File: src/rtl/usb_rx.sv
// USB full-speed receive datapath: line sync, bit recovery, NRZI decode, unstuffing,
// SYNC/PID/EOP framing and payload delivery (CRC bytes held back) to the endpoint FIFO.
module usb_rx #(
  parameter int unsigned CLKS_PER_BIT = 8,
  parameter int unsigned MAX_PAYLOAD  = 64
) (
  input  logic       clk,
  input  logic       rst,
  input  logic       dplus_in,
  input  logic       dminus_in,
  input  logic [6:0] buffer_occupancy,
  output logic [7:0] rx_packet_data,
  output logic       store_rx_packet_data,
  output logic [2:0] rx_packet,
  output logic       rx_data_ready,
  output logic       rx_transfer_active,
  output logic       rx_error
);

  localparam int unsigned CW = (CLKS_PER_BIT > 1) ? $clog2(CLKS_PER_BIT) : 1;
  localparam logic [CW-1:0] SAMPLE_AT = CW'(CLKS_PER_BIT / 2 - 1);
  localparam logic [CW-1:0] WRAP_AT   = CW'(CLKS_PER_BIT - 1);
  localparam logic [7:0]    MAX_BODY  = 8'(MAX_PAYLOAD + 2);
  localparam logic [6:0]    FIFO_FULL = 7'(MAX_PAYLOAD);

  typedef enum logic [2:0] {IDLE, SYNC, PID, BODY, EOP, ERR} state_t;

  state_t state, nxt;

  logic          dp_s1, dp_s2, dp_d, dm_s1, dm_s2;
  logic [CW-1:0] cnt;
  logic          prev_dp;
  logic [7:0]    shift;
  logic [2:0]    bitcnt;
  logic [2:0]    ones;
  logic [7:0]    body_cnt;
  logic [7:0]    hold0, hold1;
  logic [1:0]    held;
  logic [2:0]    pid_code;
  logic          se0_seen;

  logic       samp, line_se0, line_j, line_k, dbit, in_pkt;
  logic       bit_ev, stuff_slot, stuff_err, data_bit, byte_done, se0_ev;
  logic [7:0] byte_now;
  logic [2:0] pid_dec;
  logic       pid_ok, is_data, is_token, len_ok, overflow;
  logic       start, finish, store, push, body_inc, load_pid;

  // Line synchronizers; D+ reset to the idle J level so reset release is not a transition.
  always_ff @(posedge clk or posedge rst) begin
    if (rst) begin
      dp_s1 <= 1'b1;
      dp_s2 <= 1'b1;
      dp_d  <= 1'b1;
      dm_s1 <= 1'b0;
      dm_s2 <= 1'b0;
      cnt   <= '0;
    end else begin
      dp_s1 <= dplus_in;
      dp_s2 <= dp_s1;
      dp_d  <= dp_s2;
      dm_s1 <= dminus_in;
      dm_s2 <= dm_s1;
      if (dp_s2 != dp_d)
        cnt <= '0;
      else if (cnt == WRAP_AT)
        cnt <= '0;
      else
        cnt <= cnt + 1'b1;
    end
  end

  always_comb begin
    samp       = (cnt == SAMPLE_AT);
    line_se0   = !dp_s2 && !dm_s2;
    line_j     = dp_s2 && !dm_s2;
    line_k     = !dp_s2 && dm_s2;
    dbit       = (dp_s2 == prev_dp);
    in_pkt     = (state == SYNC) || (state == PID) || (state == BODY);
    bit_ev     = samp && !line_se0 && in_pkt;
    stuff_slot = (ones == 3'd6);
    stuff_err  = bit_ev && stuff_slot && dbit;
    data_bit   = bit_ev && !stuff_slot;
    byte_done  = data_bit && (bitcnt == 3'd7);
    byte_now   = {dbit, shift[7:1]};
    se0_ev     = samp && line_se0;
  end

  always_comb begin
    case (byte_now)
      8'hE1:   pid_dec = 3'd1;
      8'h69:   pid_dec = 3'd2;
      8'hC3:   pid_dec = 3'd3;
      8'h4B:   pid_dec = 3'd4;
      8'hD2:   pid_dec = 3'd5;
      8'h5A:   pid_dec = 3'd6;
      8'h1E:   pid_dec = 3'd7;
      default: pid_dec = 3'd0;
    endcase
    pid_ok   = (byte_now[7:4] == ~byte_now[3:0]) && (pid_dec != 3'd0);
    is_data  = (pid_code == 3'd3) || (pid_code == 3'd4);
    is_token = (pid_code == 3'd1) || (pid_code == 3'd2);
    if (is_data)
      len_ok = (body_cnt >= 8'd2) && (body_cnt <= MAX_BODY);
    else if (is_token)
      len_ok = (body_cnt == 8'd2);
    else
      len_ok = (body_cnt == 8'd0);
    overflow = (buffer_occupancy >= FIFO_FULL);
  end

  always_ff @(posedge clk or posedge rst) begin
    if (rst)
      state <= IDLE;
    else
      state <= nxt;
  end

  always_comb begin
    nxt      = state;
    start    = 1'b0;
    finish   = 1'b0;
    store    = 1'b0;
    push     = 1'b0;
    body_inc = 1'b0;
    load_pid = 1'b0;
    case (state)
      IDLE: begin
        if (samp && line_k) begin
          nxt   = SYNC;
          start = 1'b1;
        end
      end
      SYNC: begin
        if (se0_ev || stuff_err)
          nxt = ERR;
        else if (byte_done)
          nxt = (byte_now == 8'h80) ? PID : ERR;
      end
      PID: begin
        if (se0_ev || stuff_err)
          nxt = ERR;
        else if (byte_done) begin
          if (pid_ok) begin
            nxt      = BODY;
            load_pid = 1'b1;
          end else
            nxt = ERR;
        end
      end
      BODY: begin
        if (stuff_err)
          nxt = ERR;
        else if (se0_ev)
          nxt = ((bitcnt == 3'd0) && len_ok) ? EOP : ERR;
        else if (byte_done) begin
          body_inc = 1'b1;
          if (is_data) begin
            // Two-deep delay line: the oldest byte leaves only once a newer pair is
            // held, so the trailing CRC16 pair never reaches the FIFO.
            if (held == 2'd2 && overflow)
              nxt = ERR;
            else begin
              push  = 1'b1;
              store = (held == 2'd2);
            end
          end
        end
      end
      EOP: begin
        if (samp && line_j) begin
          nxt    = IDLE;
          finish = 1'b1;
        end else if (samp && line_k)
          nxt = ERR;
      end
      ERR: begin
        if (samp && line_j && se0_seen) begin
          nxt    = IDLE;
          finish = 1'b1;
        end
      end
      default: nxt = IDLE;
    endcase
  end

  always_ff @(posedge clk or posedge rst) begin
    if (rst) begin
      rx_packet_data       <= '0;
      store_rx_packet_data <= 1'b0;
      rx_packet            <= '0;
      rx_data_ready        <= 1'b0;
      rx_transfer_active   <= 1'b0;
      rx_error             <= 1'b0;
      prev_dp              <= 1'b1;
      shift                <= '0;
      bitcnt               <= '0;
      ones                 <= '0;
      body_cnt             <= '0;
      hold0                <= '0;
      hold1                <= '0;
      held                 <= '0;
      pid_code             <= '0;
      se0_seen             <= 1'b0;
    end else begin
      store_rx_packet_data <= store;
      rx_data_ready        <= finish;
      rx_transfer_active   <= (nxt != IDLE);

      if (samp && !line_se0)
        prev_dp <= dp_s2;

      if (start) begin
        // The K that starts SYNC is already its first decoded bit (a 0).
        shift     <= '0;
        bitcnt    <= 3'd1;
        ones      <= '0;
        body_cnt  <= '0;
        held      <= '0;
        rx_error  <= 1'b0;
        rx_packet <= '0;
        se0_seen  <= 1'b0;
      end else begin
        if (bit_ev) begin
          if (stuff_slot)
            ones <= '0;
          else begin
            shift  <= byte_now;
            ones   <= dbit ? ones + 1'b1 : 3'd0;
            bitcnt <= bitcnt + 1'b1;
          end
        end
        if (body_inc && body_cnt != 8'hFF)
          body_cnt <= body_cnt + 1'b1;
        if (push) begin
          if (held == 2'd0) begin
            hold0 <= byte_now;
            held  <= 2'd1;
          end else if (held == 2'd1) begin
            hold1 <= byte_now;
            held  <= 2'd2;
          end else begin
            hold0 <= hold1;
            hold1 <= byte_now;
          end
        end
        if (nxt == ERR && state != ERR) begin
          rx_error  <= 1'b1;
          rx_packet <= '0;
          se0_seen  <= se0_ev;
        end else if (state == ERR && se0_ev)
          se0_seen <= 1'b1;
        if (finish)
          rx_packet <= (state == EOP) ? pid_code : 3'd0;
      end

      if (store)
        rx_packet_data <= hold0;
      if (load_pid)
        pid_code <= pid_dec;
    end
  end

endmodule
File: config.mk
export PLATFORM = sky130hd
export DESIGN_NAME = usb_rx
export DESIGN_NICKNAME = d
export VERILOG_FILES = /design/src/rtl/usb_rx.sv
export SDC_FILE = /design/constraint.sdc
export NUM_CORES = 1
export LEC_CHECK = 0
export ABC_AREA = 1
export ABC_CLOCK_PERIOD_IN_PS = 4900
export CAP_MARGIN = 20
export CORE_ASPECT_RATIO = 1.5
export CORE_MARGIN = 1.5
export CORE_UTILIZATION = 60
export CTS_CLUSTER_DIAMETER = 100
export DETAILED_ROUTE_END_ITERATION = 6
export PLACE_DENSITY = 0.78
export SKIP_CTS_REPAIR_TIMING = 1
export SKIP_LAST_GASP = 1
export SLEW_MARGIN = 20
export SYNTH_ARGS = -nofsm -noshare
export SYNTH_HDL_FRONTEND = slang
export SYNTH_SLANG_ARGS = --single-unit
export TNS_END_PERCENT = 5
File: constraint.sdc
create_clock -name clk -period 4.9 [get_ports clk]
set_clock_uncertainty 0.1 [all_clocks]
set_input_delay 0.98 -clock clk [delete_from_list [all_inputs] [get_ports clk]]
set_output_delay 0.98 -clock clk [all_outputs]
set_load 0.01 [all_outputs]
==> run metrics, run 1 <==
Die Area=6600 um^2; clock-pin slew reported for the worst setup and hold paths after clock tree synthesis=roughly 70 ps; worst setup path category=reg -> reg; vias in the first global route=2834; CP bufs+invs=1; Crit. Startpoint=cnt[0]; crit path cell chain=ha_1, ha_1, nand2_1, nor2_1, nand2_1, inv_2, or3_1, nand2_1, o21ai_2; count of different cell masters after synthesis=37; total via count in the routed design=2902; number of iterations in the first detailed-routing pass=4; setup slack, reg-to-reg=~2000 ps; worst hold slack across all endpoints=260 ps; final core area utilization=0.691; period utilisation layout=0.594; maximum number of pins on one net before global-route repair=47; CP startpoint kind=register; violation count after the first detailed-routing iteration=211; Final #Nets=491; fraction of synthesized cell area in xor and xnor cells=0.00478; number of CTS-inserted buffers=9; count of unresolved DRC violations after routing=0; total clock sinks=70; fraction of layout cells with a size suffix above 1=0.118; WP data required=approximately 5000 ps; number of gates on the worst path with buffers counted=9; placer congestion estimate=a little over 0.8; post-synthesis average cell area=about 8.2 um^2; kind of cell adding the most delay to the critical path=simple AND/OR/NAND/NOR gates; Least-Margin Pin Slew=849 ps; die height=98.7 um; most used standard cell by instance count after synthesis=sky130_fd_sc_hd__nand2_1; cell leakage power=0.00201 uW; critical register-to-register path endpoint=hold0[6]; standard-cell rows=34; Post-Syn Instances=446; Final Critical Period=between 2000 and 3000 ps; CP endpoint=hold0[6]; run status=complete, no violations; number of top-level design ports=26; later-pin clock latency in the skew report=340 ps; Max stage delay cell, worst path=sky130_fd_sc_hd__or3_1; category of the worst setup path capture point=register; post-detailed-route count of antenna-violating nets=0; count of fill cells added during filler insertion=490; post-synthesis async set-or-reset flop share=1.00; Synthesized Nets=468; leading cell types by count after synthesis=sky130_fd_sc_hd__nand2_1, sky130_fd_sc_hd__dfrtp_1, sky130_fd_sc_hd__nor2_1; PD cells=roughly 380 nW/um^2; global-route wire length before repair=12000 um; overall fraction of global-route tracks in use=0.240; total of buffers placed on input and output ports=19; Congestion Overflow GR=0; Post-Synthesis Cell Area=3670 um^2; chip width=66.8 um; level count of the clock H-tree=3; cell type contributing the most total cell area after synthesis=sky130_fd_sc_hd__dfrtp_1; area growth from synthesis to layout=10.7%; most prevalent standard cell on the critical path=sky130_fd_sc_hd__nand2_1; TritonCTS clock tree=done; reg2reg path depth=9; total length of routed wires=6910 um; FF+latch count, synth=70; highest net fanout along the worst path=16; area share of fa/ha/maj cells after synthesis=0.0375; fraction of synthesized cell area taken by the top area cell type=0.451; main area contributors after synthesis=sky130_fd_sc_hd__dfrtp_1, sky130_fd_sc_hd__nand2_1, sky130_fd_sc_hd__nor2_1; Root Buffer Master=sky130_fd_sc_hd__clkbuf_8; multiplexer area fraction after synthesis=0; half-perimeter wire length after detailed placement=4970 um; initial core utilization=0.624; number of synthesis warnings=0; setup TNS=0 ps; ANT cells=0; critical path arrival=3030 ps; Longest Clk Path Bufs=2; post-synthesis sequential area ratio=0.479; wire length per cell=12.7 um; post-DR vias/cell=5.32; antenna violations before repair=0; Seq. cell area=1760 um^2; final hold vios=0; count of pins over their slew limit=0; number of enable flip-flop cells after synthesis=0; # setup viols final=0; classification of the worst-slack hold path=reg -> reg; RSZ-0062 raised after global routing=no; post-synthesis compound-gate area fraction=0.115; minimum setup slack in the final design=1990 ps; core area=5870 um^2; largest incremental delay on the critical path=700 ps; worst vdd rail ir drop=just over 0.0003 V; r2r startpoint=cnt[0]; dominant combinational cell family by area after synthesis=simple AND/OR/NAND/NOR gates; Max-Cap Viols=0; maximum clock rate=0.343 GHz; multi-input combinational cell area=1630 um^2; slew margin rel.=0.432; Post-Place Worst Slack=1930 ps; Most used DFF post-synth=sky130_fd_sc_hd__dfrtp_1; simple logic cell fraction of the synthesized area=0.287
-- layout by cell type, fill, tap and decap left out, drive strengths merged, types with 4 or more instances in the layout --
master | Yosys | routed
nand4 | 4 | 4
nand3 | 26 | 26
nor3 | 13 | 13
nand2 | 133 | 133
nor2 | 55 | 55
clkdlybuf4s50 | 0 | 19
inv | 52 | 51
a21oi | 10 | 10
dfrtp | 66 | 66
clkbuf | 2 | 12
dfstp | 4 | 4
ha | 11 | 11
o21ai | 44 | 44
o22ai | 6 | 6
-- state kept, by name, indices dropped and copies added (netlist names) --
register              count
shift                     7
dp_s1                     1
rx_packet                 3
bitcnt                    3
hold1                     8
body_cnt                  8
dp_d                      1
dm_s2                     1
held                      2
state                     3
dp_s2                     1
dm_s1                     1
rx_error                  1
rx_transfer_active        1
hold0                     8
cnt                       3
rx_packet_data            8
rx_data_ready             1
store_rx_packet_data      1
pid_code                  3
prev_dp                   1
ones                      3
se0_seen                  1
-- kinds of logic (layout without fill, tap and decap cells) --
kind of cell / count (synthesis) / after routing
AO/OA/AOI/OAI: 67 / 67
XOR/XNOR: 2 / 2
adder cells (fa/ha/maj): 11 / 11
buffers and inverters: 60 / 88
flip-flops: 70 / 70
AND/OR/NAND/NOR: 236 / 236
-- metrics by stage --
stage | power (uW) | area [um^2] | instances
3_5_place_dp | 1110 | 3870 | 530
3_3_place_gp | 1090 | 3870 | 530
5_1_grt | 1650 | 4060 | 546
4_1_cts | 1560 | 4060 | 546
2_1_floorplan | 997 | 3670 | 446
6_report | 1540 | 4060 | 546
-- power by group --
| part | internal [uW] | leakage (uW) | switching (uW) |
|---|---|---|---|
| Sequential | 649 | 0.000937 | 59.4 |
| Combinational | 139 | 0.000981 | 252 |
| Clock | 234 | 0.0000904 | 211 |
| Total | 1020 | 0.00201 | 523 |
-- layer usage --
| metal | vias to the layer above | wire length, um | GRT usage |
|---|---|---|---|
| met5 | - | 0 | 0 |
| met4 | 0 | 179 | 0.116 |
| met2 | 50 | 3600 | 0.401 |
| met3 | 16 | 217 | 0.0662 |
| li1 | 1486 | - | - |
| met1 | 1350 | 2920 | 0.279 |
-- worst reg2reg max path, stage by stage (launching register included) --
cell and delay, ps:
sky130_fd_sc_hd__dfrtp_1 390, sky130_fd_sc_hd__ha_1 220, sky130_fd_sc_hd__ha_1 270, sky130_fd_sc_hd__nand2_1 120, sky130_fd_sc_hd__nor2_1 60, sky130_fd_sc_hd__nand2_1 440
sky130_fd_sc_hd__inv_2 220, sky130_fd_sc_hd__or3_1 700, sky130_fd_sc_hd__nand2_1 200, sky130_fd_sc_hd__o21ai_2 60
-- how the worst min path moves through the flow --
stage          startpoint  endpoint  slack (ps)  cells after the start
5_1_grt             dp_s1     dp_s2         260                      0
4_1_cts             dp_s1     dp_s2         260                      0
2_1_floorplan       dm_s1     dm_s2         230                      0
3_5_place_dp        dm_s1     dm_s2         240                      0
3_3_place_gp        dm_s1     dm_s2         240                      0
6_report            dp_s1     dp_s2         260                      0
-- final cells by class --
type                            count  area share
Clock buffer                       12      0.0333
Clock inverter                      4      0.0117
Inverter                           52      0.0496
Multi-Input combinational cell    316       0.402
Sequential cell                    70       0.433
Tap cell                           72      0.0222
Timing Repair Buffer               20      0.0487
(Power assumes the default switching activity.)
==> run 2: changes to the inputs <==
Settings changed: ABC_CLOCK_PERIOD_IN_PS 4900 to 2850, CORE_UTILIZATION 60 to 59, PLACE_DENSITY 0.78 to 0.77.
Clock period 4.9 ns to 2.85 ns, I/O delays scaled along.
==> run 2 against run 1 <==
  * Critical path depth increased by 1
  * Design area increased by 3.1%
  * Setup slack got worse by 1600 ps
  * Utilization decreased by 0.40 points
  * Maximum frequency increased by 18%
  * Highest routed layer unchanged
  * Sequential share of layout area decreased by 1.3 points
==> run metrics, run 2 (synthesized netlist as in run 1, its figures left out) <==
die height=between 90 and 100 um; chip width=67.4 um; commonest cells after routing, fill and taps aside=sky130_fd_sc_hd__nand2_1, sky130_fd_sc_hd__dfrtp_1, sky130_fd_sc_hd__nor2_1; vias in the first global route=2855; ANT cells=0; count of pins over their slew limit=0; cell leakage power=0.00208 uW; TritonCTS clock tree=done; total length of routed wires=6850 um; total of buffers placed on input and output ports=19; area growth from synthesis to layout=14.1%; total via count in the routed design=2928; core area=6090 um^2; level count of the clock H-tree=3; worst setup path category=reg -> reg; multi-input combinational cell area=1630 um^2; final hold vios=0; WP data required=2980 ps; overall fraction of global-route tracks in use=0.237; clock-pin slew reported for the worst setup and hold paths after clock tree synthesis=roughly 70 ps; number of iterations in the first detailed-routing pass=4; initial core utilization=0.602; half-perimeter wire length after detailed placement=5010 um; classification of the worst-slack hold path=reg -> reg; category of the worst setup path capture point=register; Final #Nets=497; Longest Clk Path Bufs=2; CP startpoint kind=register; Least-Margin Pin Slew=467 ps; global-route wire length before repair=12100 um; Max-Cap Viols=0; number of instances in the placed design=538; critical path arrival=about 2600 ps; post-detailed-route count of antenna-violating nets=0; count of unresolved DRC violations after routing=0; period utilisation layout=0.863; count of fill cells added during filler insertion=about 500; maximum clock rate=0.406 GHz; Total Power Consumption=2880 uW; # setup viols final=0; setup TNS=0 ps; final std cells w/o fill=554; Root Buffer Master=sky130_fd_sc_hd__clkbuf_8; wire length per cell=12.4 um; run status=complete, no violations; Congestion Overflow GR=0; r2r startpoint=cnt[0]; post-DR vias/cell=5.29; placer congestion estimate=0.855; number of top-level design ports=26; Die Area=6710 um^2; worst vdd rail ir drop=a little under 0.0005 V; violation count after the first detailed-routing iteration=around 180; later-pin clock latency in the skew report=350 ps; number of CTS-inserted buffers=9; startpoint of the worst hold path=dp_s1; Seq. cell area=1760 um^2; PD cells=689 nW/um^2; highest net fanout along the worst path=16; Crit. Startpoint=cnt[0]; total clock sinks=70; Final Critical Period=2460 ps; antenna violations before repair=0; slew margin rel.=0.686; RSZ-0062 raised after global routing=no; maximum number of pins on one net before global-route repair=47; leading cell type in the layout, fill and taps excluded=sky130_fd_sc_hd__nand2_1; worst hold slack across all endpoints=261 ps; standard-cell rows=35; fraction of layout cells with a size suffix above 1=0.131
-- run 2: changes by cell type in the layout (fill, tap and decap cells not counted), moves of 2 or more --
cell	before	now
sky130_fd_sc_hd__bufinv_16	1	3
sky130_fd_sc_hd__buf_4	1	6
sky130_fd_sc_hd__clkbuf_8	9	11
sky130_fd_sc_hd__clkinv_2	3	0
-- run 2: area by class of cell --
cell class	count	share of cell area
Sequential cell	70	0.420
Multi-Input combinational cell	316	0.390
Timing Repair Buffer	26	0.0610
Inverter	52	0.0478
Clock buffer	13	0.0380
Tap cell	74	0.0221
Clock inverter	3	0.0215
-- run 2: routing by layer --
layer,vias up,global-route usage,part of all wire,wire length [um]
li1,1500,-,-,-
met4,0,0.111,0.021,144
met1,1379,0.274,0.42,2900
met2,38,0.403,0.53,3610
met3,11,0.0611,0.030,203
met5,-,0,0,0
-- run 2: worst max-delay path, stage by stage, from the launching register on --
cell and delay [ps]:
sky130_fd_sc_hd__dfrtp_1 390, sky130_fd_sc_hd__ha_1 220, sky130_fd_sc_hd__ha_1 260, sky130_fd_sc_hd__nand2_1 120
sky130_fd_sc_hd__nor2_1 50, sky130_fd_sc_hd__nand2_1 290, sky130_fd_sc_hd__inv_2 160, sky130_fd_sc_hd__or3_1 390
sky130_fd_sc_hd__buf_4 210, sky130_fd_sc_hd__nand2_1 100, sky130_fd_sc_hd__o21ai_2 50
-- run 2: final timing paths --
path                            end  slack [ps]  cells past startpoint
setup reg to reg           hold0[5]         390                     10
max in group asynchronous      dp_d        1840                      3
hold / removal                dp_s2         260                      0
min in group asynchronous   held[0]         480                      3
hold reg to reg               dp_s2         260                      0
setup / recovery           hold0[5]         390                     10
-- run 2: stage by stage --
step | utilization | cell area (um^2) | setup WS, ps
2_1_floorplan | - | 3670 | 418
3_3_place_gp | 0.646 | 3940 | 425
3_5_place_dp | 0.646 | 3940 | 369
4_1_cts | 0.687 | 4180 | 360
5_1_grt | 0.687 | 4180 | 104
6_report | 0.687 | 4180 | 390
-- run 2: power by group --
part	switching [uW]	total (uW)	internal, uW	leakage (uW)
Clock	364	995	630	0.000124
Sequential	101	1220	1110	0.000937
Combinational	426	672	246	0.00101
Total	891	2880	1990	0.00208
